### config.mk
export PLATFORM = sky130hd
export DESIGN_NAME = goboard_info_writer
export DESIGN_NICKNAME = d
export VERILOG_FILES = /design/src/rtl/goboard_info_pkg.sv /design/src/rtl/goboard_info_cursor.sv /design/src/rtl/goboard_info_writer.sv
export SDC_FILE = /design/constraint.sdc
export NUM_CORES = 1
export LEC_CHECK = 0
export CAP_MARGIN = 0
export CELL_PAD_IN_SITES_DETAIL_PLACEMENT = 1
export CELL_PAD_IN_SITES_GLOBAL_PLACEMENT = 2
export CORE_MARGIN = 10
export CORE_UTILIZATION = 31
export DETAILED_ROUTE_END_ITERATION = 8
export GPL_ROUTABILITY_DRIVEN = 0
export GPL_TIMING_DRIVEN = 0
export PLACE_DENSITY = 0.78
export SLEW_MARGIN = 40
export SYNTH_ARGS = -nofsm -noshare
export SYNTH_HDL_FRONTEND = slang
export SYNTH_SLANG_ARGS = --single-unit
### constraint.sdc
create_clock -name sys_clk_in -period 2.4 [get_ports sys_clk_in]
set_input_delay 0.48 -clock sys_clk_in [delete_from_list [all_inputs] [get_ports sys_clk_in]]
set_output_delay 0.48 -clock sys_clk_in [all_outputs]
set_load 0.1 [all_outputs]
### src/rtl/goboard_info_pkg.sv
// goboard_info_pkg
// Shared definitions for the go-board info panel: text geometry, ASCII
// control codes, writer FSM state encoding and cursor operation codes.
// The info-panel renderer takes its geometry from this package as well.
// Build option: GOINFO_ROW_CLEAR_EN adds the CLR_ROW state to the encoding.
package goboard_info_pkg;

  localparam int INFO_COLS = 16;
  localparam int INFO_ROWS = 32;
  localparam int COL_W     = $clog2(INFO_COLS);
  localparam int ROW_W     = $clog2(INFO_ROWS);
  localparam int ADDR_W    = ROW_W + COL_W;
  localparam int CELLS     = INFO_COLS * INFO_ROWS;
  // One extra bit so the sweep can count one past the last cell.
  localparam int SWEEP_W   = ADDR_W + 1;

  localparam logic [COL_W-1:0] COL_LAST = COL_W'(INFO_COLS - 1);

  localparam logic [7:0] BLANK_CHAR = 8'h20;
  localparam logic [7:0] ASC_LF     = 8'h0A;
  localparam logic [7:0] ASC_CR     = 8'h0D;
  localparam logic [7:0] ASC_BS     = 8'h08;
  localparam logic [7:0] ASC_FF     = 8'h0C;
  localparam logic [7:0] ASC_SPACE  = 8'h20;
  localparam logic [7:0] ASC_TILDE  = 8'h7E;

`ifdef GOINFO_ROW_CLEAR_EN
  typedef enum logic [1:0] {
    ST_CLR_ALL = 2'd0,
    ST_IDLE    = 2'd1,
    ST_CLR_ROW = 2'd2
  } state_t;
`else
  typedef enum logic [1:0] {
    ST_CLR_ALL = 2'd0,
    ST_IDLE    = 2'd1
  } state_t;
`endif

  typedef enum logic [2:0] {
    CUR_HOLD    = 3'd0,
    CUR_ADVANCE = 3'd1,
    CUR_NEWLINE = 3'd2,
    CUR_RETURN  = 3'd3,
    CUR_BACK    = 3'd4,
    CUR_HOME    = 3'd5
  } cur_op_t;

endpackage

### src/rtl/goboard_info_cursor.sv
// goboard_info_cursor
// Row/column cursor for the info console.
// Ports:
//   i_clk, i_clr        clock, synchronous active-high reset (cursor -> 0,0)
//   i_op                cursor operation (cur_op_t encoding)
//   o_row, o_col        registered cursor position
//   o_next_row/col      position that takes effect at the next edge
//   o_row_entered       combinational pulse: i_op moves the cursor to a new row
module goboard_info_cursor
  import goboard_info_pkg::*;
(
  input  logic             i_clk,
  input  logic             i_clr,
  input  logic [2:0]       i_op,
  output logic [ROW_W-1:0] o_row,
  output logic [COL_W-1:0] o_col,
  output logic [ROW_W-1:0] o_next_row,
  output logic [COL_W-1:0] o_next_col,
  output logic             o_row_entered
);

  logic [ROW_W-1:0] r_row;
  logic [COL_W-1:0] r_col;
  logic [ROW_W-1:0] w_next_row;
  logic [COL_W-1:0] w_next_col;
  logic             w_row_entered;

  // Next-position computation; the row field wraps naturally at INFO_ROWS.
  always_comb begin
    w_next_row    = r_row;
    w_next_col    = r_col;
    w_row_entered = 1'b0;
    case (i_op)
      CUR_ADVANCE: begin
        if (r_col == COL_LAST) begin
          w_next_col    = '0;
          w_next_row    = r_row + ROW_W'(1);
          w_row_entered = 1'b1;
        end else begin
          w_next_col = r_col + COL_W'(1);
        end
      end
      CUR_NEWLINE: begin
        w_next_col    = '0;
        w_next_row    = r_row + ROW_W'(1);
        w_row_entered = 1'b1;
      end
      CUR_RETURN: w_next_col = '0;
      CUR_BACK: begin
        if (r_col != '0) begin
          w_next_col = r_col - COL_W'(1);
        end else begin
          w_next_col = r_col;
        end
      end
      CUR_HOME: begin
        w_next_row = '0;
        w_next_col = '0;
      end
      default: begin
        w_next_row = r_row;
        w_next_col = r_col;
      end
    endcase
  end

  // Cursor position register.
  always_ff @(posedge i_clk) begin
    if (i_clr) begin
      r_row <= '0;
      r_col <= '0;
    end else begin
      r_row <= w_next_row;
      r_col <= w_next_col;
    end
  end

  assign o_row         = r_row;
  assign o_col         = r_col;
  assign o_next_row    = w_next_row;
  assign o_next_col    = w_next_col;
  assign o_row_entered = w_row_entered;

endmodule

### src/rtl/goboard_info_writer.sv
// goboard_info_writer
// Text-console front end: accepts bytes over valid/ready, keeps a 16x32
// cursor and drives the info character RAM write port.
// Ports:
//   sys_clk_in, clr               clock, synchronous active-high reset
//   char_valid, char_in, char_ready   byte handshake
//   wea, write_ram_addr, in_char  RAM write port, address = {row, col}
//   cursor_row, cursor_col        current cursor
//   busy                          clear sequence in progress (= ~char_ready)
// All outputs are registered. Build option GOINFO_ROW_CLEAR_EN: blank a row
// whenever the cursor enters it (CLR_ROW state).
module goboard_info_writer
  import goboard_info_pkg::*;
(
  input  logic        sys_clk_in,
  input  logic        clr,
  input  logic        char_valid,
  input  logic [7:0]  char_in,
  output logic        char_ready,
  output logic        wea,
  output logic [8:0]  write_ram_addr,
  output logic [7:0]  in_char,
  output logic [4:0]  cursor_row,
  output logic [3:0]  cursor_col,
  output logic        busy
);

  state_t              r_state, w_next_state;
  logic [SWEEP_W-1:0]  r_sweep, w_next_sweep;
  logic                r_wea, w_wea;
  logic [ADDR_W-1:0]   r_addr, w_addr;
  logic [7:0]          r_char, w_char;
  logic                r_ready, r_busy;

  cur_op_t             w_cur_op;
  logic [ROW_W-1:0]    w_row, w_next_row;
  logic [COL_W-1:0]    w_col, w_next_col;
  logic                w_row_entered;
  logic                w_accept;
  logic                w_printable;

  assign w_accept    = char_valid && r_ready;
  assign w_printable = (char_in >= ASC_SPACE) && (char_in <= ASC_TILDE);

  goboard_info_cursor u_cursor (
    .i_clk         (sys_clk_in),
    .i_clr         (clr),
    .i_op          (w_cur_op),
    .o_row         (w_row),
    .o_col         (w_col),
    .o_next_row    (w_next_row),
    .o_next_col    (w_next_col),
    .o_row_entered (w_row_entered)
  );

  // Cursor operation decode, kept apart from the FSM block because the FSM
  // consumes the cursor's row_entered/next-row results of this decode.
  always_comb begin
    w_cur_op = CUR_HOLD;
    if (r_state == ST_IDLE && w_accept) begin
      if (w_printable) begin
        w_cur_op = CUR_ADVANCE;
      end else begin
        case (char_in)
          ASC_LF:  w_cur_op = CUR_NEWLINE;
          ASC_CR:  w_cur_op = CUR_RETURN;
          ASC_BS:  w_cur_op = CUR_BACK;
          ASC_FF:  w_cur_op = CUR_HOME;
          default: w_cur_op = CUR_HOLD;
        endcase
      end
    end else begin
      w_cur_op = CUR_HOLD;
    end
  end

  // Next-state, sweep counter and write-port decode. Each sweep counts one
  // past its last cell so ready returns one cycle after the final write.
  always_comb begin
    w_next_state = r_state;
    w_next_sweep = r_sweep;
    w_wea        = 1'b0;
    w_addr       = r_addr;
    w_char       = r_char;
    case (r_state)
      ST_CLR_ALL: begin
        if (r_sweep == SWEEP_W'(CELLS)) begin
          w_next_state = ST_IDLE;
          w_next_sweep = '0;
        end else begin
          w_wea        = 1'b1;
          w_addr       = r_sweep[ADDR_W-1:0];
          w_char       = BLANK_CHAR;
          w_next_sweep = r_sweep + SWEEP_W'(1);
        end
      end
      ST_IDLE: begin
        if (w_accept) begin
          if (w_printable) begin
            w_wea  = 1'b1;
            w_addr = {w_row, w_col};
            w_char = char_in;
`ifdef GOINFO_ROW_CLEAR_EN
            if (w_row_entered) begin
              w_next_state = ST_CLR_ROW;
              w_next_sweep = '0;
            end else begin
              w_next_state = ST_IDLE;
            end
`endif
          end else if (char_in == ASC_LF) begin
`ifdef GOINFO_ROW_CLEAR_EN
            // The first blank of the new row is written immediately.
            w_wea        = 1'b1;
            w_addr       = {w_next_row, {COL_W{1'b0}}};
            w_char       = BLANK_CHAR;
            w_next_state = ST_CLR_ROW;
            w_next_sweep = SWEEP_W'(1);
`else
            w_wea        = 1'b0;
`endif
          end else if (char_in == ASC_BS) begin
            if (w_col != '0) begin
              w_wea  = 1'b1;
              w_addr = {w_next_row, w_next_col};
              w_char = BLANK_CHAR;
            end else begin
              w_wea  = 1'b0;
            end
          end else if (char_in == ASC_FF) begin
            w_next_state = ST_CLR_ALL;
            w_next_sweep = '0;
          end else begin
            w_wea = 1'b0;
          end
        end else begin
          w_wea = 1'b0;
        end
      end
`ifdef GOINFO_ROW_CLEAR_EN
      ST_CLR_ROW: begin
        if (r_sweep == SWEEP_W'(INFO_COLS)) begin
          w_next_state = ST_IDLE;
          w_next_sweep = '0;
        end else begin
          w_wea        = 1'b1;
          w_addr       = {w_row, r_sweep[COL_W-1:0]};
          w_char       = BLANK_CHAR;
          w_next_sweep = r_sweep + SWEEP_W'(1);
        end
      end
`endif
      default: begin
        w_next_state = ST_CLR_ALL;
        w_next_sweep = '0;
      end
    endcase
  end

`ifndef GOINFO_ROW_CLEAR_EN
  // Without row clearing the row-entry pulse has no consumer.
  logic w_unused_row_entered;
  assign w_unused_row_entered = w_row_entered;
`endif

  // State, sweep and registered output port.
  always_ff @(posedge sys_clk_in) begin
    if (clr) begin
      r_state <= ST_CLR_ALL;
      r_sweep <= '0;
      r_wea   <= 1'b0;
      r_addr  <= '0;
      r_char  <= BLANK_CHAR;
      r_ready <= 1'b0;
      r_busy  <= 1'b1;
    end else begin
      r_state <= w_next_state;
      r_sweep <= w_next_sweep;
      r_wea   <= w_wea;
      r_addr  <= w_addr;
      r_char  <= w_char;
      r_ready <= (w_next_state == ST_IDLE);
      r_busy  <= (w_next_state != ST_IDLE);
    end
  end

  assign char_ready     = r_ready;
  assign busy           = r_busy;
  assign wea            = r_wea;
  assign write_ram_addr = r_addr;
  assign in_char        = r_char;
  assign cursor_row     = w_row;
  assign cursor_col     = w_col;

endmodule

Word level (Yosys, flattened, before mapping)
Cells that the tools add are included.
{"block": "word_totals", "inputBits": 11, "register_bits": 41, "wordCells": 90, "out_inout_bits": 29}
{"block": "classes", "n_reduce_logical": 9, "magnitude_cmp": 2, "n_mux": 43, "n_addsub": 4, "n_eq_ne": 23}
{"operator": "$mux W10", "n": 6}
{"operator": "$mux W9", "n": 6}
{"operator": "$mux W8", "n": 6}
{"operator": "$eq A8 B4 Y1 const B", "n": 4}
{"operator": "$pmux W10 S2", "n": 1}
{"operator": "$pmux W9 S2", "n": 1}
{"operator": "$pmux W8 S2", "n": 1}
{"operator": "$pmux W5 S3", "n": 1}
{"operator": "$mux W2", "n": 6}
{"operator": "$pmux W3 S4", "n": 1}
{"operator": "$pmux W4 S3", "n": 1}
{"operator": "$add A10 B1 Y10 const B", "n": 1}
{"operator": "$eq A10 B10 Y1 const B", "n": 1}
{"operator": "$ne A2 B2 Y1 const B", "n": 5}
{"operator": "$ge A8 B6 Y1 const B", "n": 1}
{"operator": "$le A8 B7 Y1 const B", "n": 1}
{"operator": "$mux W4", "n": 2}
{"operator": "$eq A3 B2 Y1 const B", "n": 2}
{"operator": "$eq A3 B3 Y1 const B", "n": 2}
{"operator": "$mux W1", "n": 6}
{"operator": "$mux W3", "n": 2}
{"operator": "$ne A3 B2 Y1 const B", "n": 2}
{"operator": "$reduce_and A6 Y1", "n": 1}
{"operator": "$add A5 B1 Y5 const B", "n": 1}
{"operator": "other kinds (16)", "n": 20}

Logic depth before layout (Yosys ltp)
{"block": "logic_depth", "depth_word": 13, "ltp_mapped": 10, "mapped_depth_nobuf": 9}

Cells and area by module
From an unflattened synthesis, not the netlist that was laid out.
{"block": "hier_totals", "hier_cells": 289, "hier_area_um2": 2416.1}
{"mod": "goboard_info_writer", "cells_each": 196, "n_inst": 1, "seq_area_each_um2": 640.6, "area_each_um2": 1682.9}
{"mod": "goboard_info_cursor", "cells_each": 93, "n_inst": 1, "seq_area_each_um2": 180.2, "area_each_um2": 733.2}

Least setup slack after synthesis
OpenSTA, ideal clock, no wires.
{"block": "synth_timing", "path_type": "reg-to-reg", "start": "register u_cursor.r_col[0], in the netlist u_cursor.o_col[0]", "end": "register r_addr[1], in the netlist write_ram_addr[1]", "path_slack_ns": -0.440, "path_buffers": 2, "path_stages_with_launch": 11, "period_less_slack_ns": 2.840, "required_ns": 2.278, "setup_time_ns": 0.122, "arrival_ns": 2.717, "cell_sequence": "dfxtp_1 > clkbuf_1 > inv_1 > ha_1 > nor3b_1 > nor3_1 > o32ai_2 > clkbuf_1 > nand3_1 > o31ai_1 > o21bai_1"}
{"block": "synth_via", "elab_chain_len": 9, "word_cells_on_any_way": 15, "classes_between": "add/sub (2); eq/ne (2); mux (9); reduce/logical (2)"}
{"element": "from (decl)", "line_no": "goboard_info_cursor.sv:23", "source": "logic [COL_W-1:0] r_col;"}
{"element": "from (signal assigned)", "line_no": "goboard_info_cursor.sv:74", "source": "r_col <= w_next_col;"}
{"element": "$sub A4 B1 Y4, or another cell as far along", "line_no": "goboard_info_cursor.sv:51", "source": "w_next_col = r_col - COL_W'(1);"}
{"element": "$mux W4, on equally long branches", "line_no": "goboard_info_cursor.sv:50, goboard_info_cursor.sv:35"}
{"element": "$pmux W4 S3", "line_no": "goboard_info_cursor.sv:33", "source": "case (i_op)"}
{"element": "$mux W9", "line_no": "goboard_info_writer.sv:123", "source": "if (w_col != '0) begin"}
{"element": "$mux W9", "line_no": "goboard_info_writer.sv:122", "source": "end else if (char_in == ASC_BS) begin"}
{"element": "$mux W9", "line_no": "goboard_info_writer.sv:111", "source": "end else if (char_in == ASC_LF) begin"}
{"element": "$mux W9", "line_no": "goboard_info_writer.sv:99", "source": "if (w_printable) begin"}
{"element": "$mux W9", "line_no": "goboard_info_writer.sv:98", "source": "if (w_accept) begin"}
{"element": "$pmux W9 S2", "line_no": "goboard_info_writer.sv:85", "source": "case (r_state)"}
{"element": "to (signal assigned)", "line_no": "goboard_info_writer.sv:180", "source": "r_addr <= w_addr;"}
{"element": "to (decl)", "line_no": "goboard_info_writer.sv:31", "source": "logic [ADDR_W-1:0] r_addr, w_addr;"}
Several ways; a longest one is shown, not always the timed one. The select of a mux whose other input is x is not followed.
A chain may end at the register's enable or synchronous reset.

Worst setup path in the final report
{"block": "layout_timing", "start": "input char_in[2]", "end": "register r_addr[2], in the netlist write_ram_addr[2]"}
{"block": "layout_via", "elab_chain_len": 13, "word_cells_on_any_way": 27, "classes_between": "order compare (2); eq/ne (12); mux (10); reduce/logical (3)"}
{"element": "from (decl)", "line_no": "goboard_info_writer.sv:18", "source": "input logic [7:0] char_in,"}
{"element": "$ge A8 B6 Y1, or another cell as far along", "line_no": "goboard_info_writer.sv:43", "source": "assign w_printable = (char_in >= ASC_SPACE) && (char_in <= ASC_TILDE);"}
{"element": "$logic_and A1 B1 Y1 or $pmux W3 S4 (tied branches)", "line_no": "goboard_info_writer.sv:43, goboard_info_writer.sv:64"}
{"element": "$mux W3", "line_no": "goboard_info_writer.sv:61", "source": "if (w_printable) begin"}
{"element": "$mux W3", "line_no": "goboard_info_writer.sv:60", "source": "if (r_state == ST_IDLE && w_accept) begin"}
{"element": "$eq A3 B2 Y1 or $eq A3 B3 Y1 (tied branches)", "line_no": "goboard_info_cursor.sv:33"}
{"element": "$reduce_or A3 Y1 (no source line)"}
{"element": "$pmux W4 S3", "line_no": "goboard_info_cursor.sv:33"}
{"element": "$mux W9", "line_no": "goboard_info_writer.sv:123"}
{"element": "$mux W9", "line_no": "goboard_info_writer.sv:122"}
{"element": "$mux W9", "line_no": "goboard_info_writer.sv:111"}
{"element": "$mux W9", "line_no": "goboard_info_writer.sv:99"}
{"element": "$mux W9", "line_no": "goboard_info_writer.sv:98"}
{"element": "$pmux W9 S2", "line_no": "goboard_info_writer.sv:85"}
Several ways; a longest one is shown, not always the timed one. The select of a mux whose other input is x is not followed.

==> metrics.cfg <==
[placement]
hpwlAfterDp_um = 5950
io_buffers = 38
placed_cells = 408
dpl_cell_area_um2 = 2650

[routing]
highest_layer = met4
vias_per_cell = 5.55
vias = 2358
wl_met2_um = 4160
routed_wl_um = 8300
wire_per_inst_um = 19.5
drt_iter0_drc = 136
drtAntennaViolNets = 0
firstDrtPassIters = 5
drc_errors = 0
drt-met1-wl_um = 3670
met3_wirelength_um = 413

[setup_path]
r2r_start = r_sweep[0]
worst-path-stages = 7
reg2reg_slack_ns = 0.14
cp.required_ns = 2.62
worstPathMaxFanout = 7
arrival_ns = 2.55
cp-end-kind = flop
crit_start = char_in[2]
cp_num_buf_inv = 2
crit_chain = dlygate4sd2_1 -> or4b_4 -> nor3_4 -> o32ai_4 -> buf_4 -> or3_1 -> o22ai_1
cp-endpoint = write_ram_addr[2]
critPathLaunchType = input port
critical_path_class = input port to flop
slowest_delay_ns = 0.57
r2r-end = write_ram_addr[2]
slowest_stage = or4b_4
cp_top_family = simple AND/OR/NAND/NOR gates
r2r_cells = 8

[die]
rows = 31
core_area_um2 = 7210
start_util_pct = 31.6
ios = 40
die_h_um = 106
dieArea_um2 = 11200
die_x_um = 106

[power_and_ir_drop]
swShare_pct = 26.8
p_leak_nw = 1.22
p_int_mw = 1.04
combPwrFrac_pct = 11.3
ir_drop_mv = 0.176
p_switching_mw = 0.383
clkPwrFrac_pct = 40.1
p_per_area_nw_per_um2 = 477
pwr-share-seq_pct = 48.6

[grt]
overflow = 0
antenna_found_initial = 0
grt_pass1_vias = 2353
track_usage_pct = 14.6
grt_pass1_wl_um = 13200
grt_max_degree = 14

[layout]
fill_cells = 900
instances_no_fill = 425
final_common_cell = dfxtp_1
final_cell_mix = 36 x dfxtp_1, 30 x buf_2, 26 x nor2_1
design_area_um2 = 2990
syn_to_final_growth_pct = 31.3
multi_input_area_um2 = 1520
nNetsFinal = 341
seqCellArea_um2 = 830
drive_above_1_share_pct = 26.1
antenna_cells = 0

[clock_tree]
htreeDepth = 2
clk_pin_slew_worst_paths_ns = 0.08
clock-sinks = 41
clkLatencyLatePin_ns = 0.30
clockBufferDepth = 2
root_buffer = clkbuf_8
cts_made_buffers = 5
tritoncts = done

[synthesis]
syn_inst = 271
yosys_most_used_dff = dfxtp_1
synth_fp_nets = 287
synth_edf_count = 0
syn_avg_cell_area_um2 = 8.41
yosys.cell_types.count = 62
syn-cell-area_um2 = 2280
ys_ff_latch = 41
ys_seq_area_share_pct = 36.0
ys_async_sr_fraction_pct = 0
yosysWarnings = 0

[worst_hold_path]
min_path_type = flop to flop

[sta]
setup_viol = 0
worst_pin_slew_ns = 0.623
maxSlewHeadroom_pct = 58.1
min_period_ns = 2.33
finalMaxSlewViolations = 0
clock_skew_ns = 0.00987
fmax_mhz = 429
fin_crit_sh_pct = 97.2
hold_viol_final = 0
setup_tns_ns = 0
rsz0062_at_grt = false

[run_status]
status = finished, final reports clean

[job]
maxCapViolCount = 0

-- logic make-up (layout without fill, tap and decap cells) --
kind of cell,after synthesis,count (layout),synth area share (%)
simple gates,111,111,27.5
compound gates,78,78,25.1
flops,41,41,36.0
buf+inv,24,79,4.12
xor+xnor,9,9,3.46
fa+ha+maj,5,5,2.75
mux,2,2,0.879
other cells,1,1,0.165
-- power groups by stage --
stage	Combinational [mW]	Clock, mW	Sequential (mW)
floorplan	0.0496	0	0.747
global placement	0.148	0	0.710
detailed placement	0.143	0	0.710
CTS	0.155	0.586	0.694
global route	0.172	0.619	0.695
finish	0.161	0.573	0.694
-- metal layers --
metal	global-route usage, %	up-vias
met1	18.1	1177
met4	3.00	0
met3	2.74	4
li1	-	1128
met2	25.7	49
met5	0	-
-- how the worst min path moves through the flow --
| stage | from | to | slack, ns | cells after the start |
|---|---|---|---|---|
| after global placement | in_char[2] | in_char[2] | 0.45 | 2 |
| final | in_char[0] | in_char[0] | 0.46 | 2 |
| after global routing | in_char[7] | in_char[7] | 0.50 | 1 |
| after CTS | in_char[0] | in_char[0] | 0.47 | 2 |
| after floorplan | r_sweep[9] | r_sweep[9] | 0.45 | 2 |
| after detailed placement | in_char[0] | in_char[0] | 0.45 | 2 |
-- cell usage after synthesis, types with 5 or more instances --
master     n  area [µm²]
dfxtp_1   41         821
nor2_1    26        97.6
nand2_1   19        71.3
nand3_1   18        90.1
a21oi_1   15        75.1
clkbuf_1  12        45.0
and3_1    10        62.6
inv_1      7        26.3
a31oi_1    6        37.5
o21ai_0    6        30.0
ha_1       5        62.6
nand2b_1   5        31.3
nand4_1    5        31.3
o21ai_1    5        25.0
xor2_1     5        43.8
-- registers in the layout, indices dropped and copies added, names as in the netlist --
name	cells
busy	1
u_cursor.o_col	4
wea	1
r_state	2
char_ready	1
write_ram_addr	9
in_char	8
r_sweep	10
u_cursor.o_row	5
-- stage by stage --
stage | utilization [%] | hold slack, ns | worst slack, ns | total power [mW]
5_1_grt | 41.5 | 0.501 | 0.0127 | 1.49
6_report | 41.5 | 0.458 | 0.0678 | 1.43
3_3_place_gp | 38.7 | 0.448 | -0.683 | 0.858
2_1_floorplan | - | 0.454 | -0.0254 | 0.797
4_1_cts | 40.3 | 0.466 | 0.0539 | 1.44
3_5_place_dp | 36.7 | 0.452 | -0.677 | 0.852
-- worst register-to-register path, delay by kind of cell, from the launching register on --
family | cells | cell delay (ns)
flops | 1 | 0.50
compound gates | 3 | 0.65
simple gates | 2 | 0.57
fa+ha+maj | 1 | 0.19
buf+inv | 2 | 0.27
-- final cells by class --
type | instances | area share (%)
clock buffers | 6 | 2.43
plain buffers | 13 | 2.13
multi-input cells | 206 | 50.9
well taps | 99 | 4.14
clock inverters | 2 | 1.30
repair buffers | 49 | 10.3
flip-flops and latches | 41 | 27.7
inverters | 9 | 1.13
-- repair_timing --
action                     in CTS  in global routing
setup endpoints to repair      35                 10
pin swaps                       6                  5
hold buffers                    0                  0
resized for setup              29                 12
buffers inserted                8                  3
No activity file was read; power rests on OpenSTA's default activity.
==> variant (same settings) <==
Remove the case item `CUR_BACK` of the case on `i_op`.
--- a/src/rtl/goboard_info_cursor.sv
+++ b/src/rtl/goboard_info_cursor.sv
@@ -46,13 +46,6 @@
         w_row_entered = 1'b1;
       end
       CUR_RETURN: w_next_col = '0;
-      CUR_BACK: begin
-        if (r_col != '0) begin
-          w_next_col = r_col - COL_W'(1);
-        end else begin
-          w_next_col = r_col;
-        end
-      end
       CUR_HOME: begin
         w_next_row = '0;
         w_next_col = '0;
Behaviour: same outputs for any inputs over 10 cycles, from zero or initial values; that may be too few to reach the edited logic, so the function may still have changed.
==> variant against the original RTL <==
Cell area fell by 6.7%; combinational power fell by 3%; die area down 1.9%; sequential cell count unchanged; worst setup slack got worse by 0.027 ns; area after synthesis down 2.3%; first-iteration DRC count shrank 15%; routed wire length down 10%; power fell by 11%; final cell count shrank 1.6%; clock power fell by 26%; critical path type unchanged; largest cell class unchanged.
==> variant: results <==
metrics = {
    "power_and_ir_drop": {
        "power.leakage_uw": 0.00101,
    },
    "route": {
        "first_iter_violations": 116,
        "wl_met2_mm": 3.21,
        "wl_met1_mm": 3.82,
        "remaining_drc_errors": 0,
        "wl_met3_um": 343,
        "num_vias": 2208,
        "routedWlPerCell_um": 17.8,
        "drtPass1Iterations": 4,
    },
    "critical_path": {
        "slowest_delay_ns": 0.59,
        "r2r-start": "r_state[1]$_SDFF_PP0_",
        "cp-startpoint": "char_in[7]",
        "r2r_end": "write_ram_addr[7]$_SDFFE_PP0P_",
        "r2r_cells": 7,
        "critPathArrivalTime_ns": 2.51,
    },
    "global_routing": {
        "use_met3_pct": 3.13,
        "grtUsageTotal_pct": 13.3,
        "grt_pass1_wl_mm": 12.0,
        "use_met1_pct": 19.0,
        "use_met2_pct": 19.8,
    },
    "final_layout": {
        "drive_gt1_share_pct": 25.5,
        "nFillCells": 845,
        "layout.nonclk_buf_share_pct": 12.3,
        "clkCellAreaFrac_pct": 2.65,
        "multi_input_area_share_pct": 50.0,
        "regArea_um2": 825,
        "nClkBuffers": 5,
    },
    "placement": {
        "dp_slack_ns": -0.864,
        "placed_cells": 407,
    },
    "min_path": {
        "hold_end": "in_char[6]$_SDFFE_PP0P_",
        "worstHoldStart": "in_char[6]$_SDFFE_PP0P_",
    },
    "sta": {
        "slew_headroom_pct": 49.7,
        "min_period_ns": 2.36,
        "fin_worst_skew_ns": 0.00263,
    },
    "yosys": {
        "syn_inst": 273,
        "postSynthNetCount": 289,
        "seq_area_frac_synth_pct": 36.9,
        "synthXorXnorAreaFrac_pct": 4.33,
        "synth_fa_ha_area_share_pct": 2.81,
        "netlist_top_cells_area": "dfxtp_1 (37%), nor2_1 (4.4%), nand2_1 (4.2%)",
        "synthMuxAreaShare_pct": 0.899,
        "synth_commonest_cells": "dfxtp_1 (41), nor2_1 (26), nand2_1 (25)",
        "synth_cell_types": 57,
        "synth_compound_area_share_pct": 24.7,
    },
    "status": {
        "status": "completed",
    },
}
-- variant: repair_timing --
item / in CTS / in global routing
hold buffers: 0 / 0
pin swaps: 11 / 8
setup buffers: 7 / 2
setup endpoints to repair: 38 / 18
gates resized for setup: 37 / 21
-- variant: metrics by stage --
step	hold WS, ns	util [%]	instance area, um2
finish	0.448	40.6	2790
global route	0.477	40.6	2790
CTS	0.453	40.1	2750
detailed placement	0.441	37.8	2590
global placement	0.438	39.9	2740
floorplan	0.477	-	2240
-- variant: logic make-up (layout without fill, tap and decap cells) --
group | Yosys count | count (layout)
fa+ha+maj | 5 | 5
buf+inv | 24 | 73
flops | 41 | 41
other cells | 1 | 1
simple gates | 111 | 111
compound gates | 78 | 78
xor+xnor | 11 | 11
mux | 2 | 2
-- variant: power breakdown --
part	leakage (uW)	total (uW)	internal, uW	switching (uW)
clock network	0.0000399	424	192	233
logic	0.000633	156	40.6	115
registers	0.000334	695	688	7.15
total	0.00101	1280	920	355
